$ cat src/rtl/rs232_frame_decoder_pkg.sv
// Shared definitions for the RS232 command frame decoder.
// Holds the decoder state encoding, the default frame start marker, the
// frame length and the frame checksum helper used by the decoder.
package rs232_frame_decoder_pkg;

  // Default start-of-frame marker.
  localparam logic [7:0] DEFAULT_SYNC_BYTE = 8'hA5;

  // Bytes per frame: SYNC, CMD, DH, DL, CHK.
  localparam int FRAME_LEN = 5;

  // Decoder states. Each state names the byte the decoder expects next.
  typedef enum logic [2:0] {
    ST_HUNT = 3'd0,
    ST_CMD  = 3'd1,
    ST_DH   = 3'd2,
    ST_DL   = 3'd3,
    ST_CHK  = 3'd4
  } frame_state_t;

  // Frame checksum: XOR of the command byte and both data bytes.
  function automatic logic [7:0] calc_chk(
    input logic [7:0] cmd_byte,
    input logic [7:0] dh_byte,
    input logic [7:0] dl_byte
  );
    return cmd_byte ^ dh_byte ^ dl_byte;
  endfunction

endpackage

$ cat src/rtl/frame_timer.sv
// Purpose: inter-byte gap timer; counts idle cycles while a frame is open.
// Latency: expire is combinational from the count, asserted once TIMEOUT-1 is reached.
// Backpressure: none; clear and run are sampled every cycle.
//
// Ports:
//   clock, resetn : clock and asynchronous active-low reset
//   clear         : restart the count from zero (a byte arrived)
//   run           : count only while asserted (frame in progress)
//   expire        : the gap has reached TIMEOUT-1 cycles
module frame_timer #(
  parameter int TIMEOUT = 1000000
) (
  input  logic clock,
  input  logic resetn,
  input  logic clear,
  input  logic run,
  output logic expire
);

  // A one-bit counter keeps the degenerate TIMEOUT=1 case legal.
  localparam int CW = (TIMEOUT > 1) ? $clog2(TIMEOUT) : 1;
  localparam logic [CW-1:0] LAST = CW'(TIMEOUT - 1);

  logic [CW-1:0] count;

  assign expire = run && (count == LAST);

  // The count is held at zero outside a frame so that the first gap after
  // the sync byte is measured from the sync byte itself. After an expiry the
  // owner drops run, so wrapping to zero here is only for tidiness.
  always_ff @(posedge clock or negedge resetn) begin
    if (!resetn) begin
      count <= '0;
    end else if (clear || !run || (count == LAST)) begin
      count <= '0;
    end else begin
      count <= count + 1'b1;
    end
  end

endmodule

$ cat src/rtl/rs232_frame_decoder.sv
// Purpose: decodes SYNC,CMD,DH,DL,CHK byte frames into register commands.
// Latency: cmd_enable pulses one cycle after the CHK byte strobe.
// Backpressure: never refuses a byte; cmd_afull is only reflected back on iafull.
//
// Ports:
//   clock, resetn           : clock and asynchronous active-low reset
//   idata, ienable          : byte stream from the serial receiver (push strobe)
//   iafull                  : cmd_afull delayed one cycle, towards the receiver
//   cmd_write/addr/data     : decoded command, held until the next good frame
//   cmd_enable              : one-cycle push strobe for the decoded command
//   cmd_afull               : almost-full from the command consumer
//   err_count               : saturating count of checksum and gap errors
module rs232_frame_decoder
  import rs232_frame_decoder_pkg::*;
#(
  parameter int         TIMEOUT   = 1000000,
  parameter logic [7:0] SYNC_BYTE = DEFAULT_SYNC_BYTE
) (
  input  logic        clock,
  input  logic        resetn,
  input  logic [7:0]  idata,
  input  logic        ienable,
  output logic        iafull,
  output logic        cmd_write,
  output logic [6:0]  cmd_addr,
  output logic [15:0] cmd_data,
  output logic        cmd_enable,
  input  logic        cmd_afull,
  output logic [7:0]  err_count
);

  frame_state_t state;
  frame_state_t state_nxt;

  // Frame bytes captured so far.
  logic [7:0] cmd_byte;
  logic [7:0] dh_byte;
  logic [7:0] dl_byte;

  logic frame_ok;
  logic frame_bad;
  logic gap_error;
  logic timer_expire;
  logic timer_run;

  // ---------------------------------------------------------------------
  // Gap timer: restarted by every byte, counting only inside a frame.
  // ---------------------------------------------------------------------
  assign timer_run = (state != ST_HUNT);

  frame_timer #(
    .TIMEOUT(TIMEOUT)
  ) u_frame_timer (
    .clock (clock),
    .resetn(resetn),
    .clear (ienable),
    .run   (timer_run),
    .expire(timer_expire)
  );

  // ---------------------------------------------------------------------
  // Frame FSM
  // ---------------------------------------------------------------------
  always_ff @(posedge clock or negedge resetn) begin
    if (!resetn) begin
      state <= ST_HUNT;
    end else begin
      state <= state_nxt;
    end
  end

  // A byte always takes priority over a coincident gap expiry, so the
  // timeout branch is only reached on cycles without ienable.
  always_comb begin
    state_nxt = state;
    frame_ok  = 1'b0;
    frame_bad = 1'b0;
    gap_error = 1'b0;

    if (ienable) begin
      case (state)
        ST_HUNT: begin
          // Anything other than the marker is line noise between frames.
          if (idata == SYNC_BYTE) begin
            state_nxt = ST_CMD;
          end
        end
        // Inside a frame the marker value is ordinary payload.
        ST_CMD: state_nxt = ST_DH;
        ST_DH:  state_nxt = ST_DL;
        ST_DL:  state_nxt = ST_CHK;
        ST_CHK: begin
          if (idata == calc_chk(cmd_byte, dh_byte, dl_byte)) begin
            frame_ok = 1'b1;
          end else begin
            frame_bad = 1'b1;
          end
          state_nxt = ST_HUNT;
        end
        default: state_nxt = ST_HUNT;
      endcase
    end else if (timer_expire) begin
      gap_error = 1'b1;
      state_nxt = ST_HUNT;
    end
  end

  // ---------------------------------------------------------------------
  // Byte capture
  // ---------------------------------------------------------------------
  always_ff @(posedge clock or negedge resetn) begin
    if (!resetn) begin
      cmd_byte <= '0;
      dh_byte  <= '0;
      dl_byte  <= '0;
    end else if (ienable) begin
      if (state == ST_CMD) begin
        cmd_byte <= idata;
      end
      if (state == ST_DH) begin
        dh_byte <= idata;
      end
      if (state == ST_DL) begin
        dl_byte <= idata;
      end
    end
  end

  // ---------------------------------------------------------------------
  // Command outputs: updated only by a frame whose checksum matches, so a
  // bad or truncated frame leaves the last good command visible.
  // ---------------------------------------------------------------------
  always_ff @(posedge clock or negedge resetn) begin
    if (!resetn) begin
      cmd_enable <= 1'b0;
      cmd_write  <= 1'b0;
      cmd_addr   <= '0;
      cmd_data   <= '0;
    end else begin
      cmd_enable <= frame_ok;
      if (frame_ok) begin
        cmd_write <= cmd_byte[7];
        cmd_addr  <= cmd_byte[6:0];
        cmd_data  <= {dh_byte, dl_byte};
      end
    end
  end

  // ---------------------------------------------------------------------
  // Error counter: checksum mismatches and mid-frame gaps, sticking at 255.
  // Both sources cannot fire together because a byte suppresses the gap.
  // ---------------------------------------------------------------------
  always_ff @(posedge clock or negedge resetn) begin
    if (!resetn) begin
      err_count <= '0;
    end else if ((frame_bad || gap_error) && (err_count != 8'hFF)) begin
      err_count <= err_count + 8'd1;
    end
  end

  // ---------------------------------------------------------------------
  // Almost-full pass-through. Resets high so the receiver holds off until
  // the consumer's real status has been sampled.
  // ---------------------------------------------------------------------
  always_ff @(posedge clock or negedge resetn) begin
    if (!resetn) begin
      iafull <= 1'b1;
    end else begin
      iafull <= cmd_afull;
    end
  end

endmodule

$ cat config.mk
export PLATFORM = sky130hd
export DESIGN_NAME = rs232_frame_decoder
export DESIGN_NICKNAME = d
export VERILOG_FILES = /design/src/rtl/rs232_frame_decoder_pkg.sv /design/src/rtl/frame_timer.sv /design/src/rtl/rs232_frame_decoder.sv
export SDC_FILE = /design/constraint.sdc
export NUM_CORES = 1
export LEC_CHECK = 0
export BUFFER_PORTS_ARGS = -buffer_cell sky130_fd_sc_hd__buf_4
export CORE_UTILIZATION = 57
export DETAILED_ROUTE_END_ITERATION = 8
export PLACE_DENSITY = 0.79
export SYNTH_ARGS = -nofsm -noshare
export SYNTH_HDL_FRONTEND = slang
export SYNTH_SLANG_ARGS = --single-unit
$ cat constraint.sdc
create_clock -name clock -period 2.9 [get_ports clock]
set_input_delay 0.435 -clock clock [delete_from_list [all_inputs] [get_ports clock]]
set_output_delay 0.435 -clock clock [all_outputs]
set_load 0.005 [all_outputs]
Yosys cells after proc, flatten, opt, wreduce, memory -nomap -nowiden
Cells that the tools add are included.
{ "classes": {"div_mod_pow": 0, "n_eq_ne": 9, "n_mux": 13, "n_bitwise": 2, "shifts": 0, "addsub": 2, "mul": 0, "magnitude_cmp": 0, "reduce_logical": 13} }
{ "ops": {"columns": ["cell", "count"], "rows": [
  ["20-bit by 1-bit adder with 20-bit output (second input constant)", 1],
  ["20-bit == test (second input constant)", 1],
  ["20-bit two-way mux", 1],
  ["8-bit XOR", 2],
  ["3-bit case mux with 4 select lines", 1],
  ["3-bit two-way mux", 3],
  ["8-bit by 1-bit adder with 8-bit output (second input constant)", 1],
  ["8-bit == test", 1],
  ["8-bit == test (second input constant)", 1],
  ["1-bit two-way mux", 8],
  ["8-bit != test (second input constant)", 1],
  ["2-bit AND reduction", 4],
  ["3-bit by 2-bit == test with 1-bit output (second input constant)", 2],
  ["3-bit by 1-bit == test with 1-bit output (second input constant)", 1],
  ["3-bit == test (second input constant)", 1],
  ["3-bit zero test", 1],
  ["1-bit logical OR", 3],
  ["3-bit != test (second input constant)", 1],
  ["3-bit nonzero test", 1],
  ["1-bit logical AND", 2],
  ["2-bit nonzero test", 1],
  ["1-bit zero test", 1]
]} }
{ "word_totals": {"reg_bits": 81, "out_inout_bits": 34, "memories": 0, "latch_bits": 0, "mem_bits_rw": 0, "in_bits": 12, "mem_bits_ro": 0, "word_cells": 50} }

Depth between registers and ports, before layout
{ "logic_depth": {"ltp_word": 8, "mapped_depth": 7} }

Cells and area by module
Synthesis repeated with hierarchy kept, for this count alone.
{ "hier_totals": {"hier_cells": 298, "hier_area_um2": 3664.8} }
{ "modules_own_cells": {"columns": ["module", "cells_per_inst", "instances", "seq_area_each_um2", "area_per_inst_um2"], "rows": [
  ["rs232_frame_decoder", 188, 1, 1527.7, 2652.5],
  ["frame_timer", 110, 1, 500.5, 1012.2]
]} }

Worst setup path after synthesis
OpenSTA, ideal clock, no wires.
{ "synth_timing": {"path_type": "reg2reg", "startpoint": "register u_frame_timer.count[15]", "endpoint": "register err_count[1]", "n_path_buf": 0, "slack_ns": 0.482, "t_arrival_ns": 2.293, "setup_ns": 0.125, "path_stages_with_launch": 6, "path_cell_list": "dfrtp_1 -> or4b_2 -> or4_4 -> a211oi_4 -> o31ai_2 -> mux2_4"} }
{ "synth_between": {"elab_chain_len": 6} }
{ "synth_lines": {"columns": ["element", "line", "text"], "rows": [
  ["from (decl)", "frame_timer.sv:24", "logic [CW-1:0] count;"],
  ["from (signal assigned)", "frame_timer.sv:37", "count <= count + 1'b1;"],
  ["20-bit == test", "frame_timer.sv:26", "assign expire = run && (count == LAST);"],
  ["1-bit logical AND", "frame_timer.sv:26", null],
  ["1-bit two-way mux", "rs232_frame_decoder.sv:102", "end else if (timer_expire) begin"],
  ["1-bit two-way mux", "rs232_frame_decoder.sv:80", "if (ienable) begin"],
  ["1-bit logical OR", "rs232_frame_decoder.sv:156", "end else if ((frame_bad || gap_error) && (err_count != 8'hFF)) begin"],
  ["1-bit logical AND", "rs232_frame_decoder.sv:156", null],
  ["to (signal assigned)", "rs232_frame_decoder.sv:157", "err_count <= err_count + 8'd1;"],
  ["to (decl)", "rs232_frame_decoder.sv:29", "output logic [7:0] err_count"]
]} }
No other way between the ends.
A chain may end at the register's enable or synchronous reset.

Worst setup path after layout
{ "layout_timing": {"startpoint": "register u_frame_timer.count[13]", "endpoint": "register err_count[1]"} }
Same word-level chain as after synthesis.

==> results.tsv <==
stage	metric	value	unit
sta	final worst setup slack	0.372	ns
worst_setup_path	slowest cell on the critical path	or4b_1	
sta	RSZ-0062 raised after global routing	false	
clock_network	post-CTS setup buffer count	0	
power	Final Power	3120	uW
worst_setup_path	delay of the slowest critical-path stage	0.57	ns
floorplan	# IOs	46	
place	pre-CTS setup slack	0.368	ns
worst_setup_path	R2R depth	5	
min_path	hold depth	1	
power	P per Cell Area	723	nW/um2
worst_setup_path	crit path buf inv count	0	
global_route	GRT busiest layer	met2	
final_layout	fillcell total	457	
worst_setup_path	CP max FO	7	
power	NetSw	982	uW
logic_synthesis	Yosys cell types	42	
place	hpwl dp	4.71	mm
global_route	vias in the first global route	2332	
clock_network	CTS Buf Count	9	
detailed_routing	detailed router's first-iteration violation count	145	
power	Lkg Pwr	0.00196	uW
floorplan	DIE HEIGHT	82.3	um
power	Int Power	2140	uW
run	Max Cap Viol	0	
logic_synthesis	Synth Instances	294	
floorplan	Core Area	6060	um2
logic_synthesis	Yosys warning total	0	
detailed_routing	DR vias/cell	5.61	
logic_synthesis	synthesized flop and latch total	81	
worst_setup_path	critical-path cell list	or4b_1, or4_4, a211oi_4, o31ai_2, mux2_4	
worst_setup_path	Worst EP arrival	2.77	ns
clock_network	worst skew pair latency	0.35	ns
global_route	global-route wire length before repair	11.1	mm
final_layout	nets@finish	361	
final_layout	Layout area overhead	17.4	%
min_path	Hold Crit Endpoint	iafull	
sta	setup violators final	0	
sta	crit path time final	2.53	ns
final_layout	fin cells	427	
worst_setup_path	FF-to-FF End	err_count[1]	
power	clock group share of total power	0.268	
floorplan	num rows	28	
sta	fmax	396	MHz
place	placed cell count	411	
global_route	M3 GR Usage	0.0758	
clock_network	hold buffer count at CTS	0	
place	Port Buf Inserts	45	
clock_network	Root Buffer	clkbuf_8	
global_route	met2 GRT Util	0.345	
clock_network	Clock transition at path regs	0.08	ns
sta	setup TNS	0	ns
status	status	finished, final reports clean	
power	peak supply drop	0.513	mV
clock_network	Clock Sinks	81	
global_route	GRT overflow	0	
floorplan	Starting Density	0.607	
worst_setup_path	Worst EP required	3.14	ns
global_route	met1 usage	0.295	
detailed_routing	routed wire length per instance	15.6	um
detailed_routing	final WL	6.68	mm
logic_synthesis	post-synth net total	308	
detailed_routing	DR vias	2396	
sta	Pins Over Slew Limit	0	
global_route	initial antenna violation count	0	
floorplan	total die area	6770	um2
worst_setup_path	Top delay family on crit path	simple AND/OR/NAND/NOR gates	
sta	Tcrit/Tclk final	0.872	
min_path	Hold Crit Start	cmd_afull	
detailed_routing	Pre-antenna DRT Iters	4	
detailed_routing	DRC	0	
worst_setup_path	r2r startpoint	u_frame_timer.count[13]	
clock_network	number of buffers on the longest clock path	2	
clock_network	CTS tree	built	
final_layout	share of cells above drive strength 1	0.355	
sta	post-route clock skew	0.00567	ns
floorplan	Horiz. Die Dim	82.3	um
sta	Hold Slack	0.188	ns
logic_synthesis	Mapped Area	3680	um2
worst_setup_path	Worst R2R Setup Slack	0.37	ns
sta	Worst-Margin Slew	0.994	ns
worst_setup_path	crit path launch type	flop	
global_route	total track usage	0.223	
global_route	largest net degree at the start of global routing	82	
sta	Worst slew margin	0.338	
min_path	worst hold path type	input port to flop	
worst_setup_path	critical path class	flop to flop	
logic_synthesis	sequential area share after synthesis	0.552	
place	GPL Wtd Cong	0.787	
clock_network	CTS H-Tree Depth	3	
final_layout	ant diodes	0	
clock_network	post-CTS sizing	0	
worst_setup_path	CP endpoint kind	flop	
sta	Hold Vio Cnt, Final	0	
power	Flop pwr share	0.481	
power	combinational share of power	0.251	
logic_synthesis	Mapped Avg Cell Area	12.5	um2
detailed_routing	Post-DRT Antenna Nets	0	
power	sw frac	0.314	
-- Yosys cell counts, drive strengths merged --
library cell / instances / share of area
or4b: 2 / 0.0054
dfstp: 1 / 0.0071
nand3: 8 / 0.011
o221ai: 2 / 0.0048
xor2: 13 / 0.031
o21ai: 3 / 0.0041
nand2: 12 / 0.012
and3: 6 / 0.010
or4: 1 / 0.0031
a211oi: 1 / 0.0054
buf: 2 / 0.0027
nor4: 4 / 0.011
dfrtp: 80 / 0.54
xnor2: 32 / 0.076
a21oi: 3 / 0.0041
nand4: 5 / 0.0085
and2: 1 / 0.0017
or3: 4 / 0.0071
o41ai: 1 / 0.0024
mux2: 49 / 0.15
nor4bb: 2 / 0.0054
nor2b: 1 / 0.0017
o31ai: 1 / 0.0034
a222oi: 1 / 0.0027
nor4b: 1 / 0.0041
or4bb: 1 / 0.0031
o311ai: 5 / 0.012
ha: 2 / 0.0068
and4: 1 / 0.0027
inv: 7 / 0.0071
a31o: 1 / 0.0024
nor3: 6 / 0.0082
clkbuf: 6 / 0.0065
o22ai: 1 / 0.0017
nor2: 28 / 0.029
-- cells by family (layout without fill, tap and decap cells) --
family                     count (synthesis)  count (layout)  share of synthesized area
xor gates and xnor gates                  45              45                      0.107
muxes                                     49              49                      0.151
AOI/OAI and AO/OA                         19              19                     0.0429
DFF                                       81              81                      0.552
buffers and inverters                     15              73                     0.0163
and+or+nand+nor                           83              83                      0.124
adders and majority gates                  2               2                    0.00681
-- flip-flops by register name, indices dropped and copies added, names as in the netlist, 3 cells and up --
name,flops
u_frame_timer.count,20
cmd_data,16
cmd_byte,8
dh_byte,8
dl_byte,8
err_count,8
cmd_addr,7
state,3
-- power groups by stage --
| stage | logic [uW] | clock network, uW | registers (uW) |
|---|---|---|---|
| 6_report | 783 | 838 | 1500 |
| 5_1_grt | 858 | 903 | 1530 |
| 4_1_cts | 790 | 861 | 1500 |
| 3_5_place_dp | 786 | 0 | 1530 |
| 3_3_place_gp | 763 | 0 | 1520 |
| 2_1_floorplan | 612 | 0 | 1460 |
-- cell type report --
class / instances / area [um2] / area share
multi-input combinational: 198 / 1590 / 0.368
sequential: 81 / 2030 / 0.470
tap: 75 / 93.8 / 0.0217
clock inverter: 6 / 66.3 / 0.0154
timing repair buffer: 50 / 375 / 0.0870
inverter: 7 / 26.3 / 0.00609
clock buffer: 10 / 138 / 0.0319
-- metal layers --
metal  vias up  routed length [um]  share of wire
met3         2                 302          0.045
met4         0                  27         0.0040
met2        51                3190           0.48
met5         -                   0              0
met1      1203                3160           0.47
li1       1140                   -              -
-- stage by stage --
step           area [um2]   util
6_report             4320  0.712
5_1_grt              4320  0.712
4_1_cts              4320  0.712
3_5_place_dp         4110  0.678
3_3_place_gp         4110  0.678
2_1_floorplan        3680      -
-- cell usage in the layout (no fill, tap or decap), drive strengths merged, types with 2 or more instances in the layout --
cell	synthesis	final
o221ai	2	2
o311ai	5	5
ha	2	2
or4b	2	2
nand3	8	8
buf	2	50
nor3	6	6
mux2	49	49
and3	6	6
a21oi	3	3
or3	4	4
dfrtp	80	80
nor4	4	4
nand2	12	12
o21ai	3	3
clkinvlp	0	3
nor2	28	28
clkbuf	6	10
xor2	13	13
nand4	5	5
nor4bb	2	2
inv	7	8
xnor2	32	32
-- how the worst max path moves through the flow --
stage                       startpoint  cells after the start           end  slack, ns
6_report       u_frame_timer.count[13]                      5  err_count[1]       0.37
5_1_grt        u_frame_timer.count[13]                      5  err_count[1]       0.29
4_1_cts        u_frame_timer.count[13]                      5  err_count[1]       0.37
3_5_place_dp   u_frame_timer.count[13]                      5  err_count[1]       0.37
3_3_place_gp   u_frame_timer.count[13]                      5  err_count[1]       0.42
2_1_floorplan  u_frame_timer.count[15]                      5  err_count[1]       0.48
No activity file was read; power rests on OpenSTA's default activity.
